File: config.mk
export PLATFORM = sky130hd
export DESIGN_NAME = nibble_serial_adder8
export DESIGN_NICKNAME = d
export VERILOG_FILES = /design/src/rtl/alu8_pkg.sv /design/src/rtl/FullAdderVector.sv /design/src/rtl/nibble_serial_adder8.sv
export SDC_FILE = /design/constraint.sdc
export NUM_CORES = 1
export LEC_CHECK = 0
export BUFFER_PORTS_ARGS = -buffer_cell sky130_fd_sc_hd__buf_4
export CELL_PAD_IN_SITES_DETAIL_PLACEMENT = 1
export CELL_PAD_IN_SITES_GLOBAL_PLACEMENT = 2
export CORE_AREA = 2 2 82 84
export CTS_CLUSTER_SIZE = 14
export DETAILED_ROUTE_END_ITERATION = 10
export DIE_AREA = 0 0 84 86
export GPL_TIMING_DRIVEN = 1
export PLACE_DENSITY = 0.58
export RECOVER_POWER = 50
export SLEW_MARGIN = 25
export SYNTH_ARGS = -nofsm -noshare
export SYNTH_HDL_FRONTEND = slang
export SYNTH_SLANG_ARGS = --single-unit
File: constraint.sdc
create_clock -name clk -period 7.55 [get_ports clk]
set_clock_uncertainty 0.15 [all_clocks]
set_input_delay 2.265 -clock clk [delete_from_list [all_inputs] [get_ports clk]]
set_output_delay 2.265 -clock clk [all_outputs]
set_load 0.01 [all_outputs]
File: src/rtl/alu8_pkg.sv
// Shared types and constants for the ALU8 datapath blocks.
package alu8_pkg;

  localparam int NIBBLE = 4;
  localparam int WIDTH  = 8;

  // Sequencer states of the nibble-serial adder.
  typedef enum logic [1:0] {
    IDLE = 2'd0,
    LOW  = 2'd1,
    HIGH = 2'd2,
    DONE = 2'd3
  } state_t;

endpackage

File: src/rtl/FullAdderVector.sv
// 4-bit ripple-carry adder, shared by both nibble passes of the serial adder.
module FullAdderVector
  import alu8_pkg::*;
(
  input  logic [NIBBLE-1:0] a,
  input  logic [NIBBLE-1:0] b,
  input  logic              cin,
  output logic [NIBBLE-1:0] sum,
  output logic              cout
);

  logic [NIBBLE:0] carry;

  // Ripple the carry bit by bit through one full adder per bit.
  always_comb begin
    // NOTE: every output of a combinational block gets a default first, so no
    // path through the block can leave a value unassigned and infer a latch.
    carry    = '0;
    sum      = '0;
    carry[0] = cin;
    for (int i = 0; i < NIBBLE; i++) begin
      sum[i]       = a[i] ^ b[i] ^ carry[i];
      carry[i + 1] = (a[i] & b[i]) | (carry[i] & (a[i] ^ b[i]));
    end
    cout = carry[NIBBLE];
  end

endmodule

File: src/rtl/nibble_serial_adder8.sv
// 8-bit add/subtract built from one 4-bit adder used twice: low nibble in LOW,
// high nibble in HIGH, with the inter-nibble carry held in carry_q. Operands
// and results move over valid/ready handshakes; no overlap between operations.
module nibble_serial_adder8
  import alu8_pkg::*;
#(
  parameter int WIDTH = alu8_pkg::WIDTH
) (
  input  logic             clk,
  input  logic             rst,
  input  logic             in_valid,
  output logic             in_ready,
  input  logic [WIDTH-1:0] a,
  input  logic [WIDTH-1:0] b,
  input  logic             cin,
  input  logic             sub,
  output logic             out_valid,
  input  logic             out_ready,
  output logic [WIDTH-1:0] result,
  output logic             cout,
  output logic             overflow,
  output logic             zero
);

  state_t state_q;
  state_t state_d;

  // Operands as captured at the accept edge; b is already inverted for sub.
  logic [WIDTH-1:0] a_q;
  logic [WIDTH-1:0] b_q;
  logic             c0_q;
  logic             carry_q;

  logic [NIBBLE-1:0] add_a;
  logic [NIBBLE-1:0] add_b;
  logic              add_cin;
  logic [NIBBLE-1:0] add_sum;
  logic              add_cout;

  // State register.
  always_ff @(posedge clk) begin
    // NOTE: sequential state is written with non-blocking assignments so every
    // flop samples pre-edge values regardless of block evaluation order.
    if (rst) begin
      state_q <= IDLE;
    end else begin
      state_q <= state_d;
    end
  end

  // Next-state logic: fixed LOW -> HIGH -> DONE walk once an operand is taken.
  always_comb begin
    state_d = state_q;
    case (state_q)
      IDLE:    if (in_valid)  state_d = LOW;
      LOW:                    state_d = HIGH;
      HIGH:                   state_d = DONE;
      DONE:    if (out_ready) state_d = IDLE;
      default:                state_d = IDLE;
    endcase
  end

  // Handshake outputs depend on state only, so they can never both be high.
  always_comb begin
    in_ready  = (state_q == IDLE);
    out_valid = (state_q == DONE);
  end

  // Operand capture at the accept edge; later input changes are ignored.
  always_ff @(posedge clk) begin
    // NOTE: the operand registers carry no reset; they are always loaded on
    // accept before anything reads them, so a reset would only add fan-out.
    if (state_q == IDLE && in_valid) begin
      a_q  <= a;
      b_q  <= sub ? ~b : b;
      c0_q <= sub | cin;
    end
  end

  // Adder input mux: low nibble with the initial carry in LOW, otherwise the
  // high nibble with the carry saved from the low pass.
  always_comb begin
    add_a   = a_q[WIDTH-1:NIBBLE];
    add_b   = b_q[WIDTH-1:NIBBLE];
    add_cin = carry_q;
    if (state_q == LOW) begin
      add_a   = a_q[NIBBLE-1:0];
      add_b   = b_q[NIBBLE-1:0];
      add_cin = c0_q;
    end
  end

  FullAdderVector u_adder (
    .a    (add_a),
    .b    (add_b),
    .cin  (add_cin),
    .sum  (add_sum),
    .cout (add_cout)
  );

  // Result and flag registers: low half in LOW, high half and flags in HIGH,
  // held untouched through DONE while the consumer stalls.
  always_ff @(posedge clk) begin
    if (rst) begin
      carry_q  <= 1'b0;
      result   <= '0;
      cout     <= 1'b0;
      overflow <= 1'b0;
      zero     <= 1'b0;
    end else begin
      case (state_q)
        LOW: begin
          result[NIBBLE-1:0] <= add_sum;
          carry_q            <= add_cout;
        end
        HIGH: begin
          result[WIDTH-1:NIBBLE] <= add_sum;
          cout                   <= add_cout;
          // Same-sign operands producing a result of the other sign.
          overflow <= (a_q[WIDTH-1] == b_q[WIDTH-1]) &&
                      (add_sum[NIBBLE-1] != a_q[WIDTH-1]);
          zero     <= ({add_sum, result[NIBBLE-1:0]} == '0);
        end
        default: ;
      endcase
    end
  end

endmodule
; ---- Yosys cells after proc, flatten, opt, wreduce, memory -nomap -nowiden
; Index checks and enable logic that the tools add are counted.
[word_totals]
regBits = 31
output_inout_bits = 13
elab_cells = 51
input_bits = 22
[classes]
bitwise_logic = 22
n_eq_ne = 7
mux = 7
reduce_logical = 5
[ops]
columns = op, n
row1 = $and 1x1->1, 8
row2 = $logic_not 8->1, 1
row3 = $mux 4, 2
row4 = $mux 8, 1
row5 = $not 8->8, 1
row6 = $pmux 2 s4, 1
row7 = $xor 1x1->1, 8
row8 = $or 1x1->1, 5
row9 = $eq 2x2->1 const B, 2
row10 = $mux 2, 2
row11 = $eq 2x1->1 const B, 1
row12 = $logic_and 1x1->1, 2
row13 = $logic_not 2->1, 1
row14 = $ne 2x1->1 const B, 1
row15 = $ne 2x2->1 const B, 1
row16 = $reduce_and 2->1, 1
row17 = $eq 1x1->1, 1
row18 = $mux 1, 1
row19 = $ne 1x1->1, 1

; ---- Logic depth before layout (Yosys ltp)
; Gate-level depths: netlist of run 1.
[logic_depth]
depth_word = 12
depth_mapped = 15
mapped_depth_nobuf = 13

; ---- By module
; From an unflattened synthesis of run 1, not the netlist that was laid out.
[unflattened]
cells_unflattened = 115
area_unflattened_um2 = 1452.6
[by_module_without_submodules]
columns = module, seq_area_each_um2, area_per_inst_um2, n_inst, cells_per_inst
row1 = nibble_serial_adder8, 790.8, 1335.0, 1, 101
row2 = FullAdderVector, 0.0, 117.6, 1, 14

; ---- Worst setup path after synthesis of run 1
; No wires, ideal clock.
[synth_timing]
path_type = register -> register
start = reg state_q[1]
end = reg zero
setup_ps = 66
synth_period_minus_slack_ps = 3393
setup_slack_ps = 4157
required_ps = 7334
n_path_buf = 2
path_stages_with_launch = 15
arrival_time_ps = 3177
cell_sequence = dfxtp_1 > inv_1 > ha_1 > buf_6 > buf_6 > mux2_4 > fa_1 > inv_1 > fa_1 > inv_1 > fa_1 > fa_1 > nor4b_2 > nand3_1 > a21oi_2
[synth_between]
elab_chain_cells = 11
elab_cells_between_ends = 23
classes_between = eq/ne (2) / mux (3) / bitwise (17) / reduce/logical (1)
[synth_lines]
columns = element, line_no
row1 = from (decl), nibble_serial_adder8.sv:25  ; state_t state_q;
row2 = from (signal assigned), nibble_serial_adder8.sv:47  ; state_q <= state_d;
row3 = $eq 2x1->1 (*), nibble_serial_adder8.sv:86  ; if (state_q == LOW) begin
row4 = $mux 4, nibble_serial_adder8.sv:86
row5 = $xor 1x1->1, FullAdderVector.sv:23  ; carry[i + 1] = (a[i] & b[i]) | (carry[i] & (a[i] ^ b[i]));
row6 = $and 1x1->1, FullAdderVector.sv:23
row7 = $or 1x1->1, FullAdderVector.sv:23
row8 = $and 1x1->1, FullAdderVector.sv:23
row9 = $or 1x1->1, FullAdderVector.sv:23
row10 = $and 1x1->1, FullAdderVector.sv:23
row11 = $or 1x1->1, FullAdderVector.sv:23
row12 = $xor 1x1->1 (*), FullAdderVector.sv:22  ; sum[i] = a[i] ^ b[i] ^ carry[i];
row13 = via add_sum[3], nibble_serial_adder8.sv:37  ; logic [NIBBLE-1:0] add_sum;
row14 = $logic_not 8->1 (*), nibble_serial_adder8.sv:122  ; zero <= ({add_sum, result[NIBBLE-1:0]} == '0);
row15 = to (signal assigned), nibble_serial_adder8.sv:122
row16 = to (decl), nibble_serial_adder8.sv:22  ; output logic zero
; The timed path passes the listed nets; every way through them passes the cells marked *.
; A chain may end at the register's enable or synchronous reset.

; ---- Final worst setup path of run 1
; Same ends and word-level chain as after synthesis.

==> results of run 1 <==
==> critical path, cell delays in order, from the launching register on <==
cell     delay, ns
dfxtp_1       0.33
inv_1         0.10
ha_1          0.66
mux2_1        0.42
fa_1          0.39
inv_1         0.07
fa_1          0.15
inv_1         0.05
fa_1          0.37
fa_1          0.54
nor4b_2       0.30
nand3_1       0.12
a21oi_2       0.16
==> report_power, final <==
part / leakage, nW / internal, mW / switching, mW
clock: 0.0426 / 0.0633 / 0.0600
sequential: 0.275 / 0.235 / 0.0248
combinational: 0.365 / 0.158 / 0.183
total: 0.683 / 0.456 / 0.268
==> sequential cells by signal, summed over array words and instances, names as in the netlist <==
| name | cells |
|---|---|
| c0_q | 1 |
| state_q | 2 |
| overflow | 1 |
| b_q | 8 |
| carry_q | 1 |
| result | 8 |
| cout | 1 |
| zero | 1 |
| a_q | 8 |
==> worst min path at each step <==
stage | start | end | depth (start not counted)
finish | carry_q$_SDFFE_PP0P_ | carry_q$_SDFFE_PP0P_ | 2
global route | zero$_SDFFE_PP0P_ | zero$_SDFFE_PP0P_ | 2
CTS | carry_q$_SDFFE_PP0P_ | carry_q$_SDFFE_PP0P_ | 2
detailed placement | carry_q$_SDFFE_PP0P_ | carry_q$_SDFFE_PP0P_ | 2
global placement | result[5]$_SDFFE_PP0P_ | result[5]$_SDFFE_PP0P_ | 2
floorplan | carry_q$_SDFFE_PP0P_ | carry_q$_SDFFE_PP0P_ | 2
==> layout make-up <==
type | count | area, um^2 | area share
Multi-Input combinational cell | 67 | 582 | 0.325
Clock buffer | 6 | 72.6 | 0.0405
Sequential cell | 31 | 791 | 0.442
Timing Repair Buffer | 34 | 225 | 0.126
Inverter | 4 | 15.0 | 0.00839
Clock inverter | 2 | 8.76 | 0.00489
Tap cell | 77 | 96.3 | 0.0538
==> layer usage <==
metal	up-vias	global-route usage
li1	442	-
met1	433	0.107
met2	30	0.136
met3	5	0.0356
met4	0	0.0352
met5	-	0
==> Yosys cell counts <==
cell type  instances  share of area
fa_1               4          0.056
mux2_4             1          0.011
buf_4              1         0.0053
a21oi_1            4          0.014
mux2i_1            9          0.063
a21o_1             1         0.0053
nand3_1            2         0.0070
a211oi_1           3          0.016
nor2_1            12          0.032
a21oi_2            1         0.0061
a211oi_2           1         0.0088
and3b_1            1         0.0061
buf_2              2         0.0070
nor4_4             1          0.015
mux2_2             5          0.039
and2_1             1         0.0044
xor2_1             8          0.049
nor4b_2            1          0.011
inv_1              4          0.011
edfxtp_1          17           0.36
nand2_1            3         0.0079
buf_6              2          0.016
or2_2              1         0.0044
dfxtp_1           14           0.20
ha_1               4          0.035
nand2b_1           4          0.018
==> cell families after synthesis <==
logic type      after synthesis  share of synthesized area
compound gates               10                     0.0500
xor+xnor                      8                     0.0491
fa+ha+maj                     8                     0.0912
buf+inv                       9                     0.0386
flops                        31                      0.554
mux                          15                      0.113
simple gates                 26                      0.104
==> results.yml, run 1 <==
final_layout:
  area_delta_synth_final_pct: 25.4
  final_layout_size_suffix_gt1_frac: 0.292
  fin_cells: 221
  final_area_mm2: 0.00179
  fin_nets: 173
  fin_util: 0.285
  fill_cells: 709
  final_cell_mix: "edfxtp_1, buf_4, dfxtp_1"
  final_common_cell: "edfxtp_1"
  diodes: 0
place:
  place_area_mm2: 0.00174
  place.gp.congestion: 0.668
  dp_slack_ns: 3.67
  dp.cells: 213
  portBuffers: 34
  hpwl_um: 2160
yosys:
  ys_types: 26
  syn_nets: 137
  syn_area_mm2: 0.00143
  yosysSeqAreaShare: 0.554
  synth_cells: 107
  ys_ff_latch: 31
  yosysWarnings: 0
  syn_area_per_cell_um2: 13.3
floorplanning:
  die_w_um: 84
  coreArea_mm2: 0.00628
  die-area_mm2: 0.00722
  die_h_um: 86
  row_count: 29
  initial_core_util: 0.227
  io_pins: 35
status:
  status: "finished clean"
setup_path:
  rr_endpoint: "zero$_SDFFE_PP0P_"
  crit_start: "state_q[1]$_SDFFE_PP0P_"
  crit_end: "zero$_SDFFE_PP0P_"
  crit_type: "flop to flop"
  r2r_cells: 12
  crit_fanout: 16
  crit_arrival_ns: 3.93
  reg2reg_from: "state_q[1]$_SDFFE_PP0P_"
  rrSetupSlack_ns: 3.68
  crit_required_ns: 7.62
  cp-start-kind: "flop"
  end_kind: "flop"
global_routing:
  antenna_found_initial: 0
  grt-ovfl-total: 0
  grt_use_total: 0.0869
  grt_pass1_wl_um: 4860
  grt_start_max_net_pins: 18
  grt_pass1_vias: 985
detailed_routing:
  via_per_inst: 4.12
  m1WireLength_um: 1280
  met3_length_um: 181
  drt-total-wl_um: 2850
  antenna_left: 0
  firstDrtPassIters: 3
  post_drt_wl_per_cell_um: 12.9
  drcViolationCount: 0
  met2WireLength_um: 1350
  highest_layer: "met4"
  vias: 910
  drt-initial-drc-count: 16
cts:
  numClockSinks: 31
  ctsHoldBuffers: 0
  cts_buffers: 5
  clk_latency_ns: 0.28
  cts-resized-gates: 0
  clk_pin_slew_ns: 0.06
  cts-root-buf: "clkbuf_8"
  htree_levels: 2
  post_cts_buffers: 0
  cts_tree: "yes"
  clockBufferDepth: 2
timing:
  max_slew.worst_pin.slew_ns: 0.797
  timing.final.crit_share: 0.512
  drv_slew: 0
  fin_crit_ns: 3.87
  slew_headroom: 0.468
  clock.fmax_mhz: 259
  hold_violations: 0
  finalWorstSetupSlack_ns: 3.68
  tns_ns: 0
  holdWs_ns: 0.334
  rsz0062_at_grt: "false"
  finalSetupViolCount: 0
worst_hold_path:
  worstHoldPathType: "flop to flop"
power:
  p_per_area_mw_per_mm2: 405
  p_leak_nw: 0.683
  ir_drop_v: 0.000124
  finalPower_mw: 0.725
run:
  maxCapViolCount: 0
Power figures use the tool's default switching activity.
==> run 2: changes to the inputs <==
--- a/config.mk
+++ b/config.mk
@@ -5,6 +5,7 @@
 export SDC_FILE = /design/constraint.sdc
 export NUM_CORES = 1
 export LEC_CHECK = 0
+export ABC_AREA = 1
 export BUFFER_PORTS_ARGS = -buffer_cell sky130_fd_sc_hd__buf_4
 export CELL_PAD_IN_SITES_DETAIL_PLACEMENT = 1
 export CELL_PAD_IN_SITES_GLOBAL_PLACEMENT = 2
@@ -13,7 +14,7 @@
 export DETAILED_ROUTE_END_ITERATION = 10
 export DIE_AREA = 0 0 84 86
 export GPL_TIMING_DRIVEN = 1
-export PLACE_DENSITY = 0.58
+export PLACE_DENSITY = 0.62
 export RECOVER_POWER = 50
 export SLEW_MARGIN = 25
 export SYNTH_ARGS = -nofsm -noshare
==> constraint.sdc (replaced) <==
create_clock -name clk -period 3.2 [get_ports clk]
set_clock_uncertainty 0.15 [all_clocks]
set_input_delay 0.96 -clock clk [delete_from_list [all_inputs] [get_ports clk]]
set_output_delay 0.96 -clock clk [all_outputs]
set_load 0.01 [all_outputs]
==> run 2 against run 1 <==
Against the previous run: clock-buffer cell count unchanged; critical path depth is 2 higher; flip-flop and latch count stayed put; critical path type unchanged; largest power group unchanged.
==> results.yml, run 2 <==
global_routing:
  grt-ovfl-total: 0
  busiest_layer: "met2"
  antenna_found_initial: 0
  grt_use_total: 0.0862
  grt_use_met3: 0.0318
  grt_start_max_net_pins: 18
  use_met1: 0.105
  grt_pass1_vias: 1040
  grt.met2_usage: 0.132
  grt_pass1_wl_um: 4800
final_layout:
  fin_cells: 252
  final_common_cell: "nand2_1"
  diodes: 0
  area_delta_synth_final_pct: 33.5
  top_regs: "a_q x8, b_q x8, result x8"
  final_cell_mix: "nand2_1, buf_4, edfxtp_1"
  fin_nets: 204
  final_area_mm2: 0.00187
  final_layout_size_suffix_gt1_frac: 0.280
  fin_util: 0.298
worst_hold_path:
  worstHoldPathType: "flop to flop"
  min_from: "carry_q$_SDFFE_PP0P_"
setup_path:
  reg2reg_from: "state_q[0]$_SDFFE_PP0P_"
  end_kind: "flop"
  cp_common_cell: "fa_1"
  crit_type: "flop to flop"
  crit_chain: "ha_4 > inv_2 > nand2_1 > nand2_1 > fa_1 > inv_1 > fa_1 > inv_1 > fa_1 > fa_1 > inv_2 > o21ai_1 > nand3_1 > a21oi_1"
  crit_start: "state_q[0]$_SDFFE_PP0P_"
  crit_arrival_ns: 3.07
  slowest_stage: "fa_1"
  cp-start-kind: "flop"
  max_stage_delay_ns: 0.51
  crit_fanout: 6
  crit_required_ns: 3.27
cts:
  clockBufferDepth: 2
  numClockSinks: 31
  clk_pin_slew_ns: 0.07
  clk_latency_ns: 0.28
  post_cts_buffers: 0
  htree_levels: 2
  cts-root-buf: "clkbuf_8"
  cts_tree: "yes"
  cts_buffers: 5
detailed_routing:
  antenna_left: 0
  vias: 1009
  drt-total-wl_um: 2940
  firstDrtPassIters: 3
  drt-initial-drc-count: 20
  via_per_inst: 4.00
  post_drt_wl_per_cell_um: 11.7
  drcViolationCount: 0
floorplanning:
  io_pins: 35
  die-area_mm2: 0.00722
  die_h_um: 86
  coreArea_mm2: 0.00628
  die_w_um: 84
  initial_core_util: 0.223
  row_count: 29
timing:
  slew_headroom: 0.589
  holdWs_ns: 0.324
  hold_violations: 0
  clock.fmax_mhz: 333
  drv_slew: 0
  finalWorstSetupSlack_ns: 0.200
  rsz0062_at_grt: "false"
  tns_ns: 0
  fin_crit_ns: 3.00
  finalSetupViolCount: 0
  max_slew.worst_pin.slew_ns: 0.615
  timing.final.crit_share: 0.937
yosys:
  synth.area.top_cells: "edfxtp_1, dfxtp_1, nand2_1"
  syn_nets: 165
  synth-simple-area-share: 0.121
  synth_top_area_cell: "edfxtp_1"
  syn_area_per_cell_um2: 10.4
  ys_async_sr_fraction: 0
  yosysSeqAreaShare: 0.564
  ys_ff_latch: 31
  synth_top_area_share: 0.364
  syn_area_mm2: 0.00140
  synth_top_family_by_area: "simple AND/OR/NAND/NOR gates"
  synth_edf_count: 17
  ys_types: 21
  synth_xor_area_frac: 0.0500
  synth-main-ff-cell: "edfxtp_1"
  synth-compound-area-share: 0.0937
  synth_commonest_cells: "nand2_1, edfxtp_1, dfxtp_1"
  synth-adder-area-share: 0.0928
  synth_most_common_cell: "nand2_1"
  synth_cells: 135
  yosysWarnings: 0
  muxShareOfSynthArea: 0.0143
place:
  hpwl_um: 2290
  dp.cells: 244
  place.gp.congestion: 0.729
  place_area_mm2: 0.00173
  portBuffers: 34
  dp_slack_ns: -0.0731
status:
  status: "finished clean"
power:
  finalPower_mw: 1.88
  p_per_area_mw_per_mm2: 1000
  ir_drop_v: 0.000289
  p_leak_nw: 0.819
run:
  maxCapViolCount: 0
## run 2: cell types whose count changed after synthesis, sizes merged, moves of 4 or more
cell	before	now
nand2b	4	0
mux2	6	0
nor2	12	6
nand2	3	34
a21oi	5	13
inv	4	14
mux2i	9	2
o21ai	0	11
a211oi	4	0
## run 2: logic make-up after synthesis
kind of cell	Yosys count
AND/OR/NAND/NOR	43
flip-flops	31
AO/OA/AOI/OAI	25
buffers and inverters	18
XOR/XNOR	8
adder cells (fa/ha/maj)	8
multiplexers	2
## run 2: power breakdown
part / internal (mW) / switching, mW
logic: 0.317 / 0.477
clock network: 0.311 / 0.148
registers: 0.559 / 0.0655
total: 1.19 / 0.691
## run 2: area by class of cell
| cell class | count | area (um^2) |
|---|---|---|
| Tap cell | 77 | 96.3 |
| Multi-Input combinational cell | 86 | 534 |
| Sequential cell | 31 | 791 |
| Clock inverter | 2 | 60.1 |
| Clock buffer | 6 | 72.6 |
| Inverter | 14 | 52.6 |
| Fill cell | 729 | 4400 |
| Timing Repair Buffer | 36 | 267 |
## run 2: repair_timing
item,CTS,global route
setup endpoints to repair,2,2
hold buffers,0,0
pin swaps,0,1
gates resized for setup,2,4
## run 2: worst max-delay path, delay by kind of cell (launching register included)
family | cells | cell delay [ns]
adder cells (fa/ha/maj) | 5 | 1.67
flip-flops | 1 | 0.40
buffers and inverters | 4 | 0.26
AO/OA/AOI/OAI | 2 | 0.25
AND/OR/NAND/NOR | 3 | 0.21
## run 2: final timing paths
kind,endpoint,slack [ns],depth (start not counted)
max,overflow$_SDFFE_PP0P_,0.20,14
min,carry_q$_SDFFE_PP0P_,0.32,2
min reg2reg,carry_q$_SDFFE_PP0P_,0.32,2
max reg2reg,overflow$_SDFFE_PP0P_,0.20,14
## run 2: per-layer routing
metal  wire length [um]  part of all wire
met2               1310              0.45
met4                 74             0.025
met3                173             0.059
met5                  0                 0
met1               1380              0.47
==> run 3: changes to the inputs <==
--- a/config.mk
+++ b/config.mk
@@ -5,16 +5,15 @@
 export SDC_FILE = /design/constraint.sdc
 export NUM_CORES = 1
 export LEC_CHECK = 0
-export ABC_AREA = 1
 export BUFFER_PORTS_ARGS = -buffer_cell sky130_fd_sc_hd__buf_4
 export CELL_PAD_IN_SITES_DETAIL_PLACEMENT = 1
 export CELL_PAD_IN_SITES_GLOBAL_PLACEMENT = 2
-export CORE_AREA = 2 2 82 84
+export CORE_AREA = 2 2 71 73
 export CTS_CLUSTER_SIZE = 14
 export DETAILED_ROUTE_END_ITERATION = 10
-export DIE_AREA = 0 0 84 86
+export DIE_AREA = 0 0 73 75
 export GPL_TIMING_DRIVEN = 1
-export PLACE_DENSITY = 0.62
+export PLACE_DENSITY = 0.76
 export RECOVER_POWER = 50
 export SLEW_MARGIN = 25
 export SYNTH_ARGS = -nofsm -noshare
==> run 3 against run 2 <==
Against the previous run: critical path depth down 2; total power shrank 1.7%; register-to-register slack lost 0.17 ns; sequential power is essentially flat; routed wire length decreased by 3.6%; global-route usage increased by 2.4 points; flip-flop and latch count unchanged.
==> results.yml, run 3 (synthesis results as in run 1) <==
place:
  place_area_mm2: 0.00175
  place.gp.congestion: 0.691
  dp_slack_ns: -0.0716
  hpwl_um: 2190
  portBuffers: 34
cts:
  clockBufferDepth: 2
  ctsHoldBuffers: 0
  cts_tree: "yes"
  clk_pin_slew_ns: 0.06
  htree_levels: 2
  cts-root-buf: "clkbuf_8"
  clk_latency_ns: 0.28
  numClockSinks: 31
  cts_buffers: 5
setup_path:
  crit_type: "flop to flop"
  crit_start: "state_q[1]$_SDFFE_PP0P_"
  reg2reg_from: "state_q[1]$_SDFFE_PP0P_"
  end_kind: "flop"
  crit_fanout: 6
  crit_required_ns: 3.19
  crit_arrival_ns: 3.16
  cp-start-kind: "flop"
power:
  power_frac_comb: 0.508
  switching_share: 0.362
  ir_drop_v: 0.000297
  internal_power_mw: 1.18
  p_per_area_mw_per_mm2: 1010
  p_sw_mw: 0.668
  pwr-share-clk: 0.155
  seqPwrFrac: 0.337
  p_leak_nw: 0.701
detailed_routing:
  via_per_inst: 4.55
  post_drt_wl_per_cell_um: 13.9
  drcViolationCount: 0
  vias: 928
  firstDrtPassIters: 4
  drt-initial-drc-count: 23
  antenna_left: 0
  drt-total-wl_um: 2840
final_layout:
  final_area_mm2: 0.00184
  final_cell_mix: "buf_4, edfxtp_1, nor2_1, dfxtp_1, clkbuf_1"
  area_delta_synth_final_pct: 28.6
  fin_nets: 179
  final_layout_size_suffix_gt1_frac: 0.393
  diodes: 0
  top_regs: "a_q x8, b_q x8, result x8"
  final_common_cell: "buf_4"
timing:
  rsz0062_at_grt: "true"
  hold_violations: 0
  drv_slew: 0
  finalSetupViolCount: 0
  clock.fmax_mhz: 316
  max_slew.worst_pin.slew_ns: 0.693
  slew_headroom: 0.538
  fin_crit_ns: 3.17
  holdWs_ns: 0.338
  timing.final.crit_share: 0.989
  finalWorstSetupSlack_ns: 0.0340
floorplanning:
  die_w_um: 73
  initial_core_util: 0.306
  row_count: 25
  io_pins: 35
  die-area_mm2: 0.00548
  coreArea_mm2: 0.00466
  die_h_um: 75
global_routing:
  grt_use_met3: 0.0281
  grt_use_total: 0.110
  grt_pass1_vias: 930
  busiest_layer: "met2"
  antenna_found_initial: 0
  grt_start_max_net_pins: 18
  grt_pass1_wl_um: 4410
  grt.met2_usage: 0.186
  use_met1: 0.132
  grt-ovfl-total: 0
worst_hold_path:
  min_from: "zero$_SDFFE_PP0P_"
  worstHoldPathType: "flop to flop"
run:
  maxCapViolCount: 0
status:
  status: "finished clean"
-- run 3: metal layers --
metal  part of all wire  vias up
li1                   -      450
met1               0.42      443
met2               0.51       31
met3              0.054        4
met4              0.013        0
met5                  0        -
-- run 3: repair_timing --
action                     4_1_cts  5_1_grt
cloned                           0        0
setup buffers                    3        1
setup endpoints to repair        2        2
gates resized for setup          1        2
pin swaps                        1        5
-- run 3: worst max-delay path, stage by stage (launching register included) --
cell,delay (ns)
dfxtp_2,0.34
inv_2,0.07
ha_4,0.17
mux2_4,0.31
fa_2,0.35
inv_2,0.06
fa_2,0.18
inv_2,0.04
fa_2,0.35
fa_2,0.60
and3b_1,0.20
a21oi_2,0.12
a211oi_2,0.07
-- run 3: final timing paths --
path	to	slack, ns	cells after the start
max	overflow$_SDFFE_PP0P_	0.03	12
min	zero$_SDFFE_PP0P_	0.34	2
max reg2reg	overflow$_SDFFE_PP0P_	0.03	12
min reg2reg	zero$_SDFFE_PP0P_	0.34	2
-- run 3: cell type report --
cell class / count / area (um^2)
Tap cell: 54 / 67.6
Timing Repair Buffer: 40 / 263
Fill cell: 513 / 2830
Clock buffer: 6 / 72.6
Multi-Input combinational cell: 67 / 617
Sequential cell: 31 / 793
Clock inverter: 2 / 7.51
Inverter: 4 / 15.0
-- run 3: power groups by stage --
stage                     Combinational [mW]  Clock (mW)  Sequential [mW]
after global placement                 0.899           0            0.626
after floorplan                        0.656           0            0.633
after global routing                    1.05       0.307            0.636
final                                  0.938       0.286            0.623
after detailed placement               0.943           0            0.631
after CTS                              0.971       0.296            0.624
-- run 3: metrics by stage --
stage / util / setup TNS [ns] / total power [mW] / cells
6_report: 0.394 / 0 / 1.85 / 204
3_5_place_dp: 0.376 / -0.109 / 1.57 / 192
4_1_cts: 0.399 / 0 / 1.89 / 203
3_3_place_gp: 0.376 / 0 / 1.53 / 192
5_1_grt: 0.394 / -0.166 / 1.99 / 204
2_1_floorplan: - / -0.0443 / 1.29 / 107
